**config.mk**
```make
export PLATFORM = sky130hd
export DESIGN_NAME = lmsm_sequencer
export DESIGN_NICKNAME = d
export VERILOG_FILES = /design/src/rtl/lmsm_pkg.sv /design/src/rtl/lmsm_prio_enc.sv /design/src/rtl/lmsm_sequencer.sv
export SDC_FILE = /design/constraint.sdc
export NUM_CORES = 1
export LEC_CHECK = 0
export CAP_MARGIN = 5
export CORE_AREA = 2 2 77 79
export DETAILED_ROUTE_END_ITERATION = 6
export DIE_AREA = 0 0 79 81
export PLACE_DENSITY = 0.81
export SYNTH_ARGS = -nofsm -noshare
export SYNTH_HDL_FRONTEND = slang
export SYNTH_SLANG_ARGS = --single-unit
```
**constraint.sdc**
```tcl
create_clock -name clk -period 2.13 [get_ports clk]
set_clock_uncertainty 0.05 [all_clocks]
set_input_delay 0.426 -clock clk [delete_from_list [all_inputs] [get_ports clk]]
set_output_delay 0.426 -clock clk [all_outputs]
set_load 0.02 [all_outputs]
```
**src/rtl/lmsm_pkg.sv**
```systemverilog
// Shared state encoding and width constants for the LM/SM memory-stage sequencer.
package lmsm_pkg;

    localparam int MASK_W    = 8;
    localparam int REG_IDX_W = 3;

    typedef enum logic [1:0] {
        IDLE   = 2'd0,
        RUN    = 2'd1,
        FINISH = 2'd2
    } state_t;

endpackage

```
**src/rtl/lmsm_prio_enc.sv**
```systemverilog
// Lowest-set-bit encoder over the LM/SM register mask; last flags a single remaining bit.
module lmsm_prio_enc
    import lmsm_pkg::*;
(
    input  logic [MASK_W-1:0]    mask,
    output logic [REG_IDX_W-1:0] idx,
    output logic                 last
);

    logic found;

    always_comb begin
        idx   = '0;
        found = 1'b0;
        for (int unsigned i = 0; i < MASK_W; i++) begin
            if (mask[i] && !found) begin
                idx   = REG_IDX_W'(i);
                found = 1'b1;
            end
        end
    end

    assign last = (mask != '0) && ((mask & (mask - MASK_W'(1))) == '0);

endmodule

```
**src/rtl/lmsm_sequencer.sv**
```systemverilog
// Expands one LM/SM request into one data-memory access per set mask bit.
// Optional abort input enabled by defining LMSM_ABORT_EN.
module lmsm_sequencer
    import lmsm_pkg::*;
#(
    parameter int ADDR_W = 16,
    parameter int DATA_W = 16
) (
    input  logic                 clk,
    input  logic                 rst,
`ifdef LMSM_ABORT_EN
    input  logic                 abort,
`endif
    input  logic                 start,
    input  logic                 is_store,
    input  logic [ADDR_W-1:0]    base_addr,
    input  logic [MASK_W-1:0]    reg_mask,
    output logic [REG_IDX_W-1:0] rf_rd_addr,
    input  logic [DATA_W-1:0]    rf_rd_data,
    output logic                 rf_wr_en,
    output logic [REG_IDX_W-1:0] rf_wr_addr,
    output logic [DATA_W-1:0]    rf_wr_data,
    output logic [ADDR_W-1:0]    mem_access_addr,
    output logic [DATA_W-1:0]    mem_write_data,
    output logic                 mem_write_en,
    output logic                 mem_read,
    input  logic [DATA_W-1:0]    mem_read_data,
    output logic                 busy,
    output logic                 done
);

    state_t              state_q, state_d;
    logic [ADDR_W-1:0]   addr_q, addr_d;
    logic [MASK_W-1:0]   mask_q, mask_d;
    logic                store_q, store_d;
    logic [REG_IDX_W-1:0] idx;
    logic                last;

    lmsm_prio_enc u_prio_enc (
        .mask (mask_q),
        .idx  (idx),
        .last (last)
    );

    always_ff @(posedge clk or posedge rst) begin
        if (rst) begin
            state_q <= IDLE;
            addr_q  <= '0;
            mask_q  <= '0;
            store_q <= 1'b0;
        end else begin
            state_q <= state_d;
            addr_q  <= addr_d;
            mask_q  <= mask_d;
            store_q <= store_d;
        end
    end

    always_comb begin
        state_d         = state_q;
        addr_d          = addr_q;
        mask_d          = mask_q;
        store_d         = store_q;
        rf_rd_addr      = '0;
        rf_wr_en        = 1'b0;
        rf_wr_addr      = '0;
        rf_wr_data      = '0;
        mem_access_addr = '0;
        mem_write_data  = '0;
        mem_write_en    = 1'b0;
        mem_read        = 1'b0;
        busy            = 1'b0;
        done            = 1'b0;

        case (state_q)
            IDLE: begin
                if (start) begin
                    store_d = is_store;
                    addr_d  = base_addr;
                    mask_d  = reg_mask;
                    state_d = (reg_mask != '0) ? RUN : FINISH;
                end
            end
            RUN: begin
                busy            = 1'b1;
                mem_access_addr = addr_q;
                if (store_q) begin
                    rf_rd_addr     = idx;
                    mem_write_data = rf_rd_data;
                    mem_write_en   = 1'b1;
                end else begin
                    mem_read   = 1'b1;
                    rf_wr_en   = 1'b1;
                    rf_wr_addr = idx;
                    rf_wr_data = mem_read_data;
                end
                mask_d = mask_q & ~(MASK_W'(1) << idx);
                addr_d = addr_q + ADDR_W'(1);
                if (last) begin
                    state_d = FINISH;
                end
`ifdef LMSM_ABORT_EN
                if (abort) begin
                    mem_write_en = 1'b0;
                    mem_read     = 1'b0;
                    rf_wr_en     = 1'b0;
                    mask_d       = '0;
                    state_d      = IDLE;
                end
`endif
            end
            FINISH: begin
                done    = 1'b1;
                state_d = IDLE;
            end
            default: begin
                state_d = IDLE;
            end
        endcase
    end

endmodule

```
-- Yosys cells after proc, flatten, opt, wreduce, memory -nomap -nowiden
Cells that the tools add are included.
- flip-flop bits (word level): 27
- bits of input ports: 60
- output and inout port bits: 59
- logic and storage cells: 74
- $add $sub $neg: 2
- equality and inequality tests: 4
- shift operators: 1
- mux-type cells: 37
- bitwise operators: 3
- reduce and logical (&&, ||, !) cells: 23
- operators with widths (operator ; number):
    16-bit two-way mux ; 6
    16-bit case mux with 2 select lines ; 1
    3-bit two-way mux ; 8
    16-bit by 1-bit adder with 16-bit output (second input constant) ; 1
    8-bit AND ; 2
    8-bit case mux with 2 select lines ; 1
    8-bit nonzero test ; 2
    1-bit two-way mux ; 14
    2-bit two-way mux ; 5
    1-bit logical AND ; 8
    8-bit logical NOT ; 1
    8-bit two-way mux ; 1
    8-bit inverter ; 1
    1-bit by 3-bit left shift with 8-bit output (first input constant) ; 1
    8-bit by 1-bit subtractor with 8-bit output (second input constant) ; 1
    1-bit logical NOT ; 7
    2-bit AND reduction ; 3
    2-bit != test (second input constant) ; 2
    2-bit case mux with 2 select lines ; 1
    2-bit by 1-bit equality test with 1-bit output (second input constant) ; 1
    2-bit equality test (second input constant) ; 1
    2-bit logical NOT ; 1
    2-bit nonzero test ; 1

-- Logic depth before layout (Yosys ltp)
Gate-level depths: netlist of the first run.
- depth in word-level cells: 26
- mapped depth: 7
- mapped depth without buffers: 6

-- By module
A second synthesis of the first run with hierarchy kept.
- cells, all modules: 285
- area total of the unflattened synthesis: 2155.8 sq um
- by module, submodules not included (module ; times used ; cells an instance ; area an instance (sq um) ; sequential area each (sq um)):
    lmsm_sequencer ; 1 ; 261 ; 2019.4 ; 675.6
    lmsm_prio_enc ; 1 ; 24 ; 136.4 ; 0.0

-- Least setup slack after synthesis of the first run
Ideal clock, no wire load.
- path type: reg2out
- start: register state_q[0]
- end: output rf_wr_data[10]
- arrival time: 1.759 ns
- data required time: 1.654 ns
- path slack: -0.105 ns
- stages on the path, launching flop included: 8
- buffers on the path: 2
- cells stage by stage: dfrtp_1 clkbuf_1 nand2_1 inv_1 nand2b_1 inv_1 clkbuf_1 and2_1
- word-level cells in the longest chain between the ends: 2
- ends and longest elaborated chain (element ; RTL line ; source):
    start, declared ; lmsm_sequencer.sv:32 ; state_t state_q, state_d;
    start signal, assigned ; lmsm_sequencer.sv:52 ; state_q <= state_d;
    2-bit by 1-bit equality test with 1-bit output ; lmsm_sequencer.sv:75 ; case (state_q)
    16-bit two-way mux ; lmsm_sequencer.sv:75 ;
    end, declared ; lmsm_sequencer.sv:22 ; output logic [DATA_W-1:0] rf_wr_data,
No other way between the ends.

-- Final worst setup path of the first run
- start: register mask_q[1]
- end: register state_q[0]
- word-level cells in the longest chain between the ends: 6
- elaborated cells on any way between the ends: 7
- those cells by class: 1 x add/sub; 1 x eq/ne; 1 x bitwise; 4 x reduce/logical
- ends and longest elaborated chain (element ; RTL line ; source):
    start, declared ; lmsm_sequencer.sv:34 ; logic [MASK_W-1:0] mask_q, mask_d;
    start signal, assigned ; lmsm_sequencer.sv:54 ; mask_q <= mask_d;
    8-bit by 1-bit subtractor with 8-bit output ; lmsm_prio_enc.sv:23 ; assign last = (mask != '0) && ((mask & (mask - MASK_W'(1))) == '0);
    8-bit AND ; lmsm_prio_enc.sv:23 ;
    8-bit logical NOT ; lmsm_prio_enc.sv:23 ;
    1-bit logical AND (*) ; lmsm_prio_enc.sv:23 ;
    2-bit != test (no source line) (*) ; - ;
    2-bit AND reduction (no source line) (*) ; - ;
Mark *: on every way between the ends. The rest lies on a longest branch, timed or not.
A chain may end at the register's enable or synchronous reset.

==> impl_metrics.yaml, run 1 <==
clock_tree:
  clockBufferDepth: 2
  clk_latency_ns: 0.28
  cts_htree_levels: 1
  cts_tree: "yes"
  cts_buffers: 3
  cts_num_sinks: 27
  post_cts_buffers: 0
  cts_hold_buf: 0
  clkTransAtPathRegs_ns: 0.09
  clock-root-buffer: "clkbuf_8"
floorplan:
  die_width_um: 79
  core_um2: 5680
  ios: 119
  die_y_um: 81
  die_area_um2: 6400
  start_util: 0.369
  num_rows: 28
yosys:
  yosys.area.top_type: "dfrtp_1"
  syn_area_um2: 2090
  ys_types: 49
  synthArstFlopShare: 1.00
  synth_warnings: 0
  yosys-top-cells-count: "and2_1, dfrtp_1, nand2_1"
  synth_area_per_cell_um2: 7.79
  yosysMostFrequentCell: "and2_1"
  synthCells: 269
  synth.top_cell.area_share: 0.323
  synthFlopType: "dfrtp_1"
  synthesis.nets: 330
  ys_ff_latch: 27
  synth_area_leaders: "dfrtp_1, and2_1, and3_1"
  seq_area_frac_synth: 0.323
  synth_edf_count: 0
route:
  drc: 0
  avgViaCountPerCell: 5.28
  dr.pass1.iters: 4
  vias: 2514
  drtIter0Drc: 165
  wl_per_cell_um: 15.0
  wl_mm: 7.13
  postRouteAntennaNets: 0
final_layout:
  antenna_cells: 0
  nets: 463
  syn_to_final_growth_pct: 62.7
  drive_above_1_share: 0.202
  fill_cells: 530
  design_area_um2: 3410
setup_path:
  cp-start-kind: "flop"
  worstPathRequired_ns: 2.24
  path_cells: "buf_4 -> or4_4 -> or4_1 -> a31oi_2 -> o21ai_0"
  slowest_stage: "or4_4"
  worstSetupStartpoint: "mask_q[1]"
  rr_startpoint: "mask_q[1]"
  worstSetupPathType: "flop to flop"
  arrival_ns: 2.28
  reg2reg_slack_ns: -0.04
  r2r.worst_path.cells: 5
  cpPeakStageDelay_ns: 0.55
  critPathMaxFanout: 7
  reg2reg_to: "state_q[0]"
  end_kind: "flop"
placed_design:
  place_congestion: 0.885
  place_area_um2: 3510
  port_buffers: 118
  dpl.hpwl_mm: 5.48
global_route:
  grt_max_degree: 28
  overflow: 0
  antenna_found_initial: 0
  grt_pass1_vias: 2266
  grtUsageTotal: 0.214
  grt_pass1_wl_mm: 11.0
power_and_ir_drop:
  pwr-share-comb: 0.714
  peakVddDrop_uv: 733
  p_leak_nw: 1.63
  power.switching_mw: 2.31
  p_sw_frac: 0.493
  p_per_area_nw_per_um2: 1370
  intPower_mw: 2.38
  seqPwrFrac: 0.223
  clkPwrFrac: 0.063
  p_total_mw: 4.68
sta:
  rsz0062_at_grt: "true"
  relSlewSlack: 0.729
  setup_viol: 3
  finalCriticalPeriod_ns: 2.17
  setup_tns_ns: -0.0968
  slew_violations: 0
  fin_ws_ns: -0.0352
  hold_viol: 0
  fmax_mhz: 462
  fin_crit_sh: 1.02
  tightestPinTransition_ns: 0.402
run_status:
  violations: "setup timing"
  status: "finished with violations"
run:
  cap_viol_max_count: 0
worst_hold_path:
  holdCritPathClass: "input port to asynchronous set/reset pin"
final cells by class:
type	count	area (um^2)	share of cell area
clock buffer	4	45.0	0.0132
inverter	15	56.3	0.0165
multi-input combinational	206	1280	0.375
sequential	27	676	0.198
tap	75	93.8	0.0275
timing repair buffer	149	1260	0.369
layout by cell type (no fill, tap or decap), types with 4 or more instances in the layout:
| cell type | synthesis | final |
|---|---|---|
| nor3_1 | 5 | 5 |
| dlygate4sd2_1 | 0 | 6 |
| clkdlybuf4s50_1 | 0 | 59 |
| clkbuf_2 | 1 | 14 |
| nand3_1 | 5 | 5 |
| and3_1 | 18 | 18 |
| nand4_1 | 4 | 4 |
| nor2_1 | 18 | 17 |
| dfrtp_1 | 27 | 27 |
| nand2_1 | 22 | 22 |
| o22ai_1 | 13 | 13 |
| nor2b_1 | 7 | 7 |
| a21oi_1 | 17 | 17 |
| clkdlybuf4s15_1 | 0 | 15 |
| o21ai_0 | 16 | 16 |
| nor4_1 | 7 | 6 |
| buf_2 | 1 | 17 |
| inv_1 | 15 | 14 |
| mux2i_1 | 4 | 4 |
| a211oi_1 | 4 | 4 |
| o311a_1 | 4 | 4 |
| buf_4 | 2 | 34 |
| and2_1 | 29 | 29 |
worst max-delay path, delay by kind of cell, from the launching register on:
kind	cells	cell delay [ns]
AO/OA/AOI/OAI	2	0.36
flip-flops	1	0.42
buffers and inverters	1	0.17
AND/OR/NAND/NOR	2	1.05
state kept, by name (all words and copies together), names as in the netlist:
| signal | cells |
|---|---|
| store_q | 1 |
| addr_q | 16 |
| state_q | 2 |
| mask_q | 8 |
kinds of logic (layout without fill, tap and decap cells):
group                      Yosys count  count (layout)  share of synthesized area
muxes                                4               4                     0.0191
and+or+nand+nor                    126             126                      0.334
buffers and inverters               36             168                     0.0782
AOI/OAI and AO/OA                   72              72                      0.227
adders and majority gates            2               2                     0.0108
xor gates and xnor gates             2               2                    0.00836
DFF                                 27              27                      0.323
routing by layer:
| layer | track usage | up-vias | routed length (um) |
|---|---|---|---|
| met1 | 0.253 | 1175 | 2880 |
| met4 | 0.0534 | 0 | 90 |
| met2 | 0.405 | 95 | 3710 |
| met3 | 0.0322 | 10 | 444 |
| li1 | - | 1234 | - |
| met5 | 0 | - | 0 |
worst max-delay path by stage:
stage / endpoint / slack (ns) / depth (start not counted)
after floorplan: rf_rd_addr[0] / 0.03 / 4
after global placement: rf_wr_addr[0] / -0.16 / 5
after detailed placement: rf_rd_addr[0] / -0.20 / 5
after CTS: state_q[1] / -0.04 / 5
after global routing: rf_rd_addr[0] / -0.1 / 5
final: state_q[0] / -0.04 / 5
power groups by stage:
stage | Sequential (mW) | Clock [mW] | Combinational [mW]
final | 1.05 | 0.296 | 3.34
after detailed placement | 1.03 | 0 | 3.60
after floorplan | 0.954 | 0 | 2.08
after CTS | 1.02 | 0.297 | 3.38
after global routing | 1.09 | 0.321 | 3.64
after global placement | 1.01 | 0 | 3.52
through the flow:
stage	std cells	worst slack (ns)	hold WS (ns)	util
finish	476	-0.0352	0.459	0.601
global route	476	-0.0994	0.530	0.601
CTS	476	-0.0421	0.475	0.621
detailed placement	472	-0.196	0.496	0.618
global placement	472	-0.157	0.498	0.618
floorplan	269	0.0306	0.429	-
repair_timing:
action	CTS	global route
setup endpoints to repair	61	58
resized for setup	111	73
pin swaps	1	5
No activity file was read; power rests on OpenSTA's default activity.
==> run 2, diff against run 1 <==
--- a/config.mk
+++ b/config.mk
@@ -9,7 +9,7 @@
 export CORE_AREA = 2 2 77 79
 export DETAILED_ROUTE_END_ITERATION = 6
 export DIE_AREA = 0 0 79 81
-export PLACE_DENSITY = 0.81
+export PLACE_DENSITY_LB_ADDON = 0.05
 export SYNTH_ARGS = -nofsm -noshare
 export SYNTH_HDL_FRONTEND = slang
 export SYNTH_SLANG_ARGS = --single-unit
==> run 2 against run 1 <==
The flow now finishes without violations. Sequential power hardly changed. Via count is 0.68% lower. Design area is 2.9% lower. Clock power hardly changed. Die area stayed put. Non-clock buffer count is 1 lower.
==> impl_metrics.yaml, run 2 (synthesis results as in run 1) <==
run_status:
  status: "completed"
route:
  postRouteAntennaNets: 0
  drc: 0
  wl_per_cell_um: 15.6
  avgViaCountPerCell: 5.26
  drtIter0Drc: 158
  vias: 2497
  wl_mm: 7.42
  dr.pass1.iters: 4
clock_tree:
  clock-root-buffer: "clkbuf_8"
  clkTransAtPathRegs_ns: 0.09
  clockBufferDepth: 2
  post_cts_buffers: 0
  cts_num_sinks: 27
  cts_tree: "yes"
  cts_htree_levels: 1
  cts_buffers: 3
  clk_latency_ns: 0.27
sta:
  slew_violations: 0
  finalCriticalPeriod_ns: 2.11
  rsz0062_at_grt: "true"
  setup_tns_ns: 0
  tightestPinTransition_ns: 0.399
  hold_viol: 0
  whs_ns: 0.470
  fin_crit_sh: 0.989
  fin_ws_ns: 0.0233
  relSlewSlack: 0.731
  setup_viol: 0
  fmax_mhz: 475
global_route:
  overflow: 0
  met2_usage: 0.397
  grt_pass1_wl_mm: 11.5
  globalRouteMet1Util: 0.296
  gr-max-usage-layer: "met2"
  grtUsageTotal: 0.224
  antenna_found_initial: 0
  grt_pass1_vias: 2297
  grtUsageMet3: 0.0322
  grt_max_degree: 28
final_layout:
  final_common_cell: "clkdlybuf4s50_1"
  regMostFlops: "addr_q"
  fin_cells: 475
  antenna_cells: 0
  nets: 462
  drive_above_1_share: 0.243
  syn_to_final_growth_pct: 58.0
  mostFrequentLayoutCells: "clkdlybuf4s50_1, buf_4, clkbuf_2"
  largestRegisters: "addr_q x16, mask_q x8, state_q x2"
  largest_reg_flops: 16
  fill_cells: 591
placed_design:
  port_buffers: 118
  place_congestion: 0.929
  dp_slack_ns: -0.104
  dp.cells: 471
  dpl.hpwl_mm: 5.63
floorplan:
  die_area_um2: 6400
  core_um2: 5680
  ios: 119
  start_util: 0.369
  die_y_um: 81
  die_width_um: 79
  num_rows: 28
power_and_ir_drop:
  clkPwrFrac: 0.064
  intPower_mw: 2.33
  peakVddDrop_uv: 631
  p_per_area_nw_per_um2: 1400
  p_sw_frac: 0.497
  seqPwrFrac: 0.221
  p_leak_nw: 1.62
  power.switching_mw: 2.30
  pwr-share-comb: 0.715
setup_path:
  cp-start-kind: "flop"
  end_kind: "flop"
  worstSetupPathType: "flop to flop"
  arrival_ns: 2.27
  critPathMaxFanout: 7
  worstPathRequired_ns: 2.29
worst_hold_path:
  holdCritPathClass: "input port to asynchronous set/reset pin"
run:
  cap_viol_max_count: 0
run 2: path summary, 6_finish.rpt:
kind	start	slack (ns)	cells after the start	to
worst max-delay path	mask_q[1]	0.02	5	state_q[1]
worst min-delay path	rst	0.47	3	mask_q[2]
worst max register to register	mask_q[1]	0.02	5	state_q[1]
worst min register to register	addr_q[3]	0.52	1	addr_q[3]
max in group asynchronous	rst	1.29	3	state_q[0]
min in group clk	addr_q[3]	0.52	1	addr_q[3]
run 2: cell type report:
type	instances	area, um^2	share of cell area
Multi-Input combinational cell	206	1270	0.384
Timing Repair Buffer	148	1170	0.352
Clock buffer	4	45.0	0.0136
Tap cell	75	93.8	0.0284
Inverter	15	56.3	0.0170
Sequential cell	27	676	0.204
run 2: critical path, stage by stage, from the launching register on:
cell	delay [ns]
dfrtp_1	0.40
buf_4	0.17
or4_4	0.53
or4_1	0.49
a31oi_2	0.23
a2bb2o_1	0.17
run 2: power by group through the flow:
stage,Clock (mW),Combinational [mW],Sequential (mW)
after floorplan,0,2.08,0.954
after global placement,0,3.58,1.01
after detailed placement,0,3.61,1.02
after CTS,0.308,3.40,1.01
after global routing,0.335,3.62,1.06
final,0.297,3.31,1.02
run 2: repair_timing:
action / 4_1_cts / 5_1_grt
gates resized for setup: 105 / 91
hold buffers: 0 / 0
pin swaps: 0 / 3
endpoints found under the setup margin: 60 / 55
run 2: routing by layer:
metal / part of all wire / vias to the layer above
met1: 0.45 / 1184
met5: 0 / -
met4: 0.0051 / 0
met2: 0.50 / 77
met3: 0.049 / 4
li1: - / 1232
run 2: stage by stage:
step	utilization	area, um^2	total power [mW]
2_1_floorplan	-	2100	3.03
3_3_place_gp	0.617	3500	4.59
3_5_place_dp	0.617	3500	4.63
4_1_cts	0.619	3520	4.71
5_1_grt	0.583	3310	5.02
6_report	0.583	3310	4.63
==> run 3, diff against run 2 <==
--- a/config.mk
+++ b/config.mk
@@ -6,9 +6,9 @@
 export NUM_CORES = 1
 export LEC_CHECK = 0
 export CAP_MARGIN = 5
-export CORE_AREA = 2 2 77 79
+export CORE_AREA = 2 2 81 75
 export DETAILED_ROUTE_END_ITERATION = 6
-export DIE_AREA = 0 0 79 81
+export DIE_AREA = 0 0 83 77
 export PLACE_DENSITY_LB_ADDON = 0.05
 export SYNTH_ARGS = -nofsm -noshare
 export SYNTH_HDL_FRONTEND = slang
==> run 3 against run 2 <==
Worst setup slack gained 0.0062 ns. Combinational power increased by 1%. Global-route usage decreased by 1.1 points. Power rose by 1.4%. Clock-buffer cell count stayed put. Fmax up 0.29%. Flip-flop and latch count is the same. First-iteration DRC count grew 18%. Non-clock buffer count rose by 3. Die area shrank 0.13%. Largest power group unchanged.
==> impl_metrics.yaml, run 3 (synthesis results as in run 1) <==
setup_path:
  slowest_stage: "or4_4"
  cpPeakStageDelay_ns: 0.55
  worstPathRequired_ns: 2.30
  path_buf_inv: 1
  crit_family: "simple AND/OR/NAND/NOR gates"
  end_kind: "flop"
  critPathMaxFanout: 7
  cp-start-kind: "flop"
  arrival_ns: 2.27
  reg2reg_slack_ns: 0.03
  path_cells: "buf_4 -> or4_4 -> or4_1 -> a31oi_2 -> a2bb2o_1"
  worstSetupPathType: "flop to flop"
floorplan:
  die_area_um2: 6390
  die_y_um: 77
  core_um2: 5560
  start_util: 0.377
  die_width_um: 83
  num_rows: 26
  ios: 119
route:
  dr.pass1.iters: 4
  wl_per_cell_um: 14.7
  wl_mm: 6.97
  vias: 2499
  drtIter0Drc: 186
  postRouteAntennaNets: 0
  avgViaCountPerCell: 5.28
  drc: 0
sta:
  relSlewSlack: 0.749
  fin_crit_sh: 0.986
  setup_viol: 0
  setup_tns_ns: 0
  tightestPinTransition_ns: 0.373
  hold_viol: 0
  rsz0062_at_grt: "true"
  finalCriticalPeriod_ns: 2.10
  slew_violations: 0
  whs_ns: 0.460
  fmax_mhz: 476
clock_tree:
  clk_latency_ns: 0.28
  cts_htree_levels: 1
  clkTransAtPathRegs_ns: 0.10
  cts_num_sinks: 27
  cts_tree: "yes"
  clock-root-buffer: "clkbuf_8"
  cts_buffers: 3
  clockBufferDepth: 2
final_layout:
  antenna_cells: 0
  regMostFlops: "addr_q"
  fill_cells: 517
  syn_to_final_growth_pct: 61.8
  design_area_um2: 3390
  largestRegisters: "addr_q x16, mask_q x8, state_q x2"
  mostFrequentLayoutCells: "clkdlybuf4s50_1, buf_4, clkbuf_2"
  largest_reg_flops: 16
  drive_above_1_share: 0.213
  nets: 465
  final_common_cell: "clkdlybuf4s50_1"
global_route:
  grtUsageTotal: 0.213
  antenna_found_initial: 0
  overflow: 0
  grt_pass1_vias: 2357
  grt_max_degree: 28
  grt_pass1_wl_mm: 11.3
power_and_ir_drop:
  p_leak_nw: 1.62
  peakVddDrop_uv: 718
  p_total_mw: 4.69
  p_per_area_nw_per_um2: 1380
run:
  cap_viol_max_count: 0
placed_design:
  dpl.hpwl_mm: 5.29
  port_buffers: 118
  place_area_um2: 3500
  place_congestion: 0.796
worst_hold_path:
  holdCritPathClass: "input port to asynchronous set/reset pin"
run_status:
  status: "completed"
-- run 3: changes by cell type in the layout (fill, tap and decap cells not counted), sizes merged --
cell and delta:
clkdlybuf4s15 +15, buf -12, clkbuf +1, dlygate4sd2 -1
-- run 3: per-layer routing --
layer / routed length [um] / part of all wire / vias to the layer above / track usage
met5: 0 / 0 / - / 0
met4: 51 / 0.0073 / 0 / 0.0443
met3: 558 / 0.080 / 6 / 0.0506
met2: 3120 / 0.45 / 114 / 0.334
met1: 3240 / 0.46 / 1137 / 0.299
li1: - / - / 1242 / -
-- run 3: final timing paths --
kind,from,end,cells past startpoint
setup / recovery,mask_q[1],state_q[1],5
hold / removal,rst,addr_q[9],3
setup reg to reg,mask_q[1],state_q[1],5
hold reg to reg,addr_q[3],addr_q[3],1
max in group asynchronous,rst,store_q,3
min in group clk,addr_q[3],addr_q[3],1
-- run 3: power by group --
part / switching [mW] / internal [mW] / leakage (nW)
combinational: 1.84 / 1.51 / 1.28
sequential: 0.285 / 0.753 / 0.318
clock: 0.168 / 0.134 / 0.0228
-- run 3: per-stage QoR --
step	cells	util	setup WS [ns]
2_1_floorplan	269	-	0.0306
6_report	473	0.609	0.0295
5_1_grt	473	0.609	-0.0858
4_1_cts	471	0.627	0.00212
3_5_place_dp	467	0.629	-0.106
3_3_place_gp	467	0.629	-0.0881
-- run 3: area by class of cell --
class	count	area [um^2]	share of cell area
multi-input cells	206	1270	0.375
repair buffers	151	1250	0.370
flip-flops and latches	27	676	0.199
well taps	70	87.6	0.0258
inverters	15	56.3	0.0166
clock buffers	4	45.0	0.0133
-- run 3: repair_timing --
item                       4_1_cts  5_1_grt
buffers inserted                 0        2
pin swaps                        0        5
hold buffers                     0        0
setup endpoints to repair       60       57
resized for setup               91       75
-- run 3: worst reg2reg max path: stages, from the launching register on --
cell and delay [ns]:
dfrtp_1 0.41, buf_4 0.17, or4_4 0.55, or4_1 0.50
a31oi_2 0.20, a2bb2o_1 0.16
==> RTL edit 1 (settings of run 2) <==
Add a define of `LMSM_ABORT_EN`.
--- a/src/rtl/lmsm_sequencer.sv
+++ b/src/rtl/lmsm_sequencer.sv
@@ -1,5 +1,7 @@
 // Expands one LM/SM request into one data-memory access per set mask bit.
 // Optional abort input enabled by defining LMSM_ABORT_EN.
+`define LMSM_ABORT_EN
+
 module lmsm_sequencer
     import lmsm_pkg::*;
 #(
Ports: changed (added abort); port bits go from 119 to 120. The function was not compared with the original's and may differ.
==> RTL edit 1 against run 2 <==
- the flow now finishes with violations (setup timing)
- clock power grew 6%
- utilization is 0.82 points higher
- worst setup slack got worse by 0.19 ns
- total power grew 6.7%
- register-to-register slack improved by 0.35 ns
- sequential cell count is the same
- final area increased by 1.4%
- synthesized area rose by 1.7%
- wire length fell by 6.3%
- critical path type is now reg2out
- highest routed layer unchanged
==> RTL edit 1: results (changes against run 2) <==
stage	metric	value	unit	change
route	drtIter0Drc	100		-37%
setup_path	crit_fanout	2		-5
timing	holdWs	0.445	ns	-0.0257 ns
synthesis	synthTopCellsByArea	dfrtp_1, and2_1, and3_1		
timing	finalWorstSetupSlack	-0.168	ns	-0.191 ns
power_and_ir_drop	ir_drop	793	µV	+26%
route	vias	2523		+1.0%
grt	met2_usage	34.1	%	-5.7 points
placed_design	place_hpwl	5.37	mm	-4.7%
placed_design	placed_area	3510	µm²	+0.39%
synthesis	syn-num-nets	337		+2.1%
grt	use_met1	29.5	%	about the same
synthesis	ys_types	51		+4.1%
timing	setup_viol	3		+3
power_and_ir_drop	cellLeakagePower	0.00155	µW	-4.0%
synthesis	synthTopCellsByCount	and2_1, dfrtp_1, nor2_1, and3_1, o21ai_0		
setup_path	reg2reg_slack	0.37	ns	+0.35 ns
timing	setup_tns	-0.319	ns	-0.319 ns
placed_design	place_ws	-0.345	ns	-0.242 ns
setup_path	crit_path_end	rf_rd_addr[0]		
route	m1WireLength	3.07	mm	-7.3%
layout	final_cells	474		-0.21%
status	outcome	complete, but fails checks		
layout	drive_above_1_share	24.3	%	+0.061 points
power_and_ir_drop	power_combinational	3590	µW	+8.5%
timing	max_slew_margin	73.6	%	+0.54 points
layout	num-fill-cells	556		-5.9%
placed_design	place_congestion	0.944		+1.7%
status	violations	setup timing		
## RTL edit 1: cell count changes after synthesis, sizes merged, moves of 4 or more
cell	run 2	this run
o21ai	16	22
inv	15	9
o211ai	0	4
o22ai	13	5
nand2	22	14
nor2	18	24
a22o	0	7
nand2b	2	6
## RTL edit 1: repair_timing
item                                    CTS  global route
pin swaps                                 2             0
gates resized for setup                 120            62
cloned                                    0             0
hold buffers                              0             0
buffers inserted                          0             1
endpoints found under the setup margin   58            55
## RTL edit 1: cell type report
class	count	area share (%)
Multi-Input combinational cell	215	40.2
Timing Repair Buffer	144	34.4
Sequential cell	27	20.1
Tap cell	75	2.80
Clock buffer	4	1.34
Inverter	9	1.08
## RTL edit 1: cell families (layout without fill, tap and decap cells)
logic type,after synthesis,after routing,share of synthesized area [%]
buf+inv,33,157,6.64
mux,3,3,1.47
compound gates,82,82,25.8
simple gates,129,129,33.8
flops,27,27,31.7
fa+ha+maj,1,1,0.587
==> RTL edit 2 (config.mk and constraints of run 2) <==
Without the edit above. Encoding of `state_t`: now one-hot (3 bits for 3 states).
--- a/src/rtl/lmsm_pkg.sv
+++ b/src/rtl/lmsm_pkg.sv
@@ -4,10 +4,10 @@
     localparam int MASK_W    = 8;
     localparam int REG_IDX_W = 3;
 
-    typedef enum logic [1:0] {
-        IDLE   = 2'd0,
-        RUN    = 2'd1,
-        FINISH = 2'd2
+    typedef enum logic [2:0] {
+        IDLE   = 3'b001,
+        RUN    = 3'b010,
+        FINISH = 3'b100
     } state_t;
 
 endpackage
Function: no difference found for any inputs over 10 cycles, from zero or initial values and one cycle with rst high; not proved beyond that.
==> RTL edit 2 against run 2 <==
- the run now ends with setup timing left
- total power is 8.9% lower
- final area is 22% higher
- wire length is 1.1% higher
- first-iteration DRC count is 60% lower
- sequential cell count is 1 higher
- worst setup slack worse by 0.40 ns
- largest cell class is now buffers
- count of clock-buffer cells in the layout stayed put
- fmax is 16% lower
- critical path depth stayed put
- synthesized area is 4.8% lower
- via count is 0.92% lower
- non-clock buffer count is 22 higher
==> RTL edit 2: results (changes against run 2) <==
stage	metric	value	unit	change
route	viasPerCell	5.06		-3.8%
grt	met2_usage	37.2	%	-2.5 points
synthesis	synth_area_per_cell	7.79	µm²	about the same
placed_design	place_hpwl	5.09	mm	-9.7%
placed_design	place_ws	-0.535	ns	-0.431 ns
timing	finalWorstSetupSlack	-0.376	ns	-0.400 ns
route	wl	7.50	mm	+1.1%
timing	setup_viol	43		+43
power_and_ir_drop	swShare	43.0	%	-6.6 points
grt	grt_util_met3	3.89	%	+0.67 points
synthesis	syn-num-nets	317		-3.9%
route	m1WireLength	3.20	mm	-3.5%
route	vias	2474		-0.92%
route	wl_met3	347	µm	-3.6%
status	outcome	complete, but fails checks		
grt	use_met1	27.5	%	-2.0 points
route	drtIter0Drc	63		-60%
power_and_ir_drop	power_combinational	2820	µW	-15%
synthesis	synthTopCellsByCount	nor2_1, and2_1, dfrtp_1, nand2_1, and3_1		
power_and_ir_drop	power.total	4220	µW	-8.9%
synthesis	synthTopCellsByArea	dfrtp_1, and2_1, and3_1		
status	violations	setup timing		
placed_design	dp.cells	466		-1.1%
grt	grt_pass1_wl	11.2	mm	-2.8%
grt	grtUsageTotal	21.4	%	-0.96 points
timing	max_slew_margin	71.0	%	-2.1 points
## RTL edit 2: cell count changes after synthesis, moves of 4 or more
cell / before / now
o311a_1: 4 / 0
o21ai_0: 16 / 9
nor4_1: 7 / 2
a22o_1: 0 / 7
nor2_1: 18 / 30
nand3_1: 5 / 9
o22ai_1: 13 / 4
inv_1: 15 / 8
mux2i_1: 4 / 0
nand2_1: 22 / 26
nor2b_1: 7 / 2
buf_2: 1 / 5
clkbuf_1: 14 / 9
## RTL edit 2: kinds of logic (layout without fill, tap and decap cells)
kind of cell	Yosys count	in the layout	synth area share, %
compound gates	55	55	18.3
fa+ha+maj	2	2	1.13
buf+inv	28	186	6.59
flops	28	28	35.2
simple gates	143	143	38.7
## RTL edit 2: layout make-up
type	instances	area, µm²	area share, %
clock buffers	4	55.1	1.36
inverters	11	53.8	1.33
multi-input cells	200	1390	34.4
flip-flops and latches	28	702	17.4
well taps	75	93.8	2.33
repair buffers	170	1730	42.9
repair inverters	1	8.76	0.217
## RTL edit 2: final timing paths
path | from | endpoint | slack (ns)
max | mask_q[0] | rf_wr_addr[1] | -0.38
min | rst | addr_q[4] | 0.46
max reg2reg | state_q[2] | addr_q[15] | 0.18
min reg2reg | addr_q[15] | addr_q[15] | 0.48
max in group asynchronous | rst | state_q[0] | 1.25
min in group clk | addr_q[15] | addr_q[15] | 0.48
## RTL edit 2: worst min-delay path: stages
cell             delay (ns)
clkdlybuf4s50_1        0.39
inv_1                  0.05
buf_4                  0.34
## RTL edit 2: what timing repair did
| item | CTS | global route |
|---|---|---|
| endpoints found under the setup margin | 58 | 57 |
| endpoints found under the hold margin | 0 | 0 |
| gates cloned | 1 | 6 |
| resized for setup | 284 | 130 |
| buffers inserted | 3 | 10 |
| pin swaps | 8 | 25 |
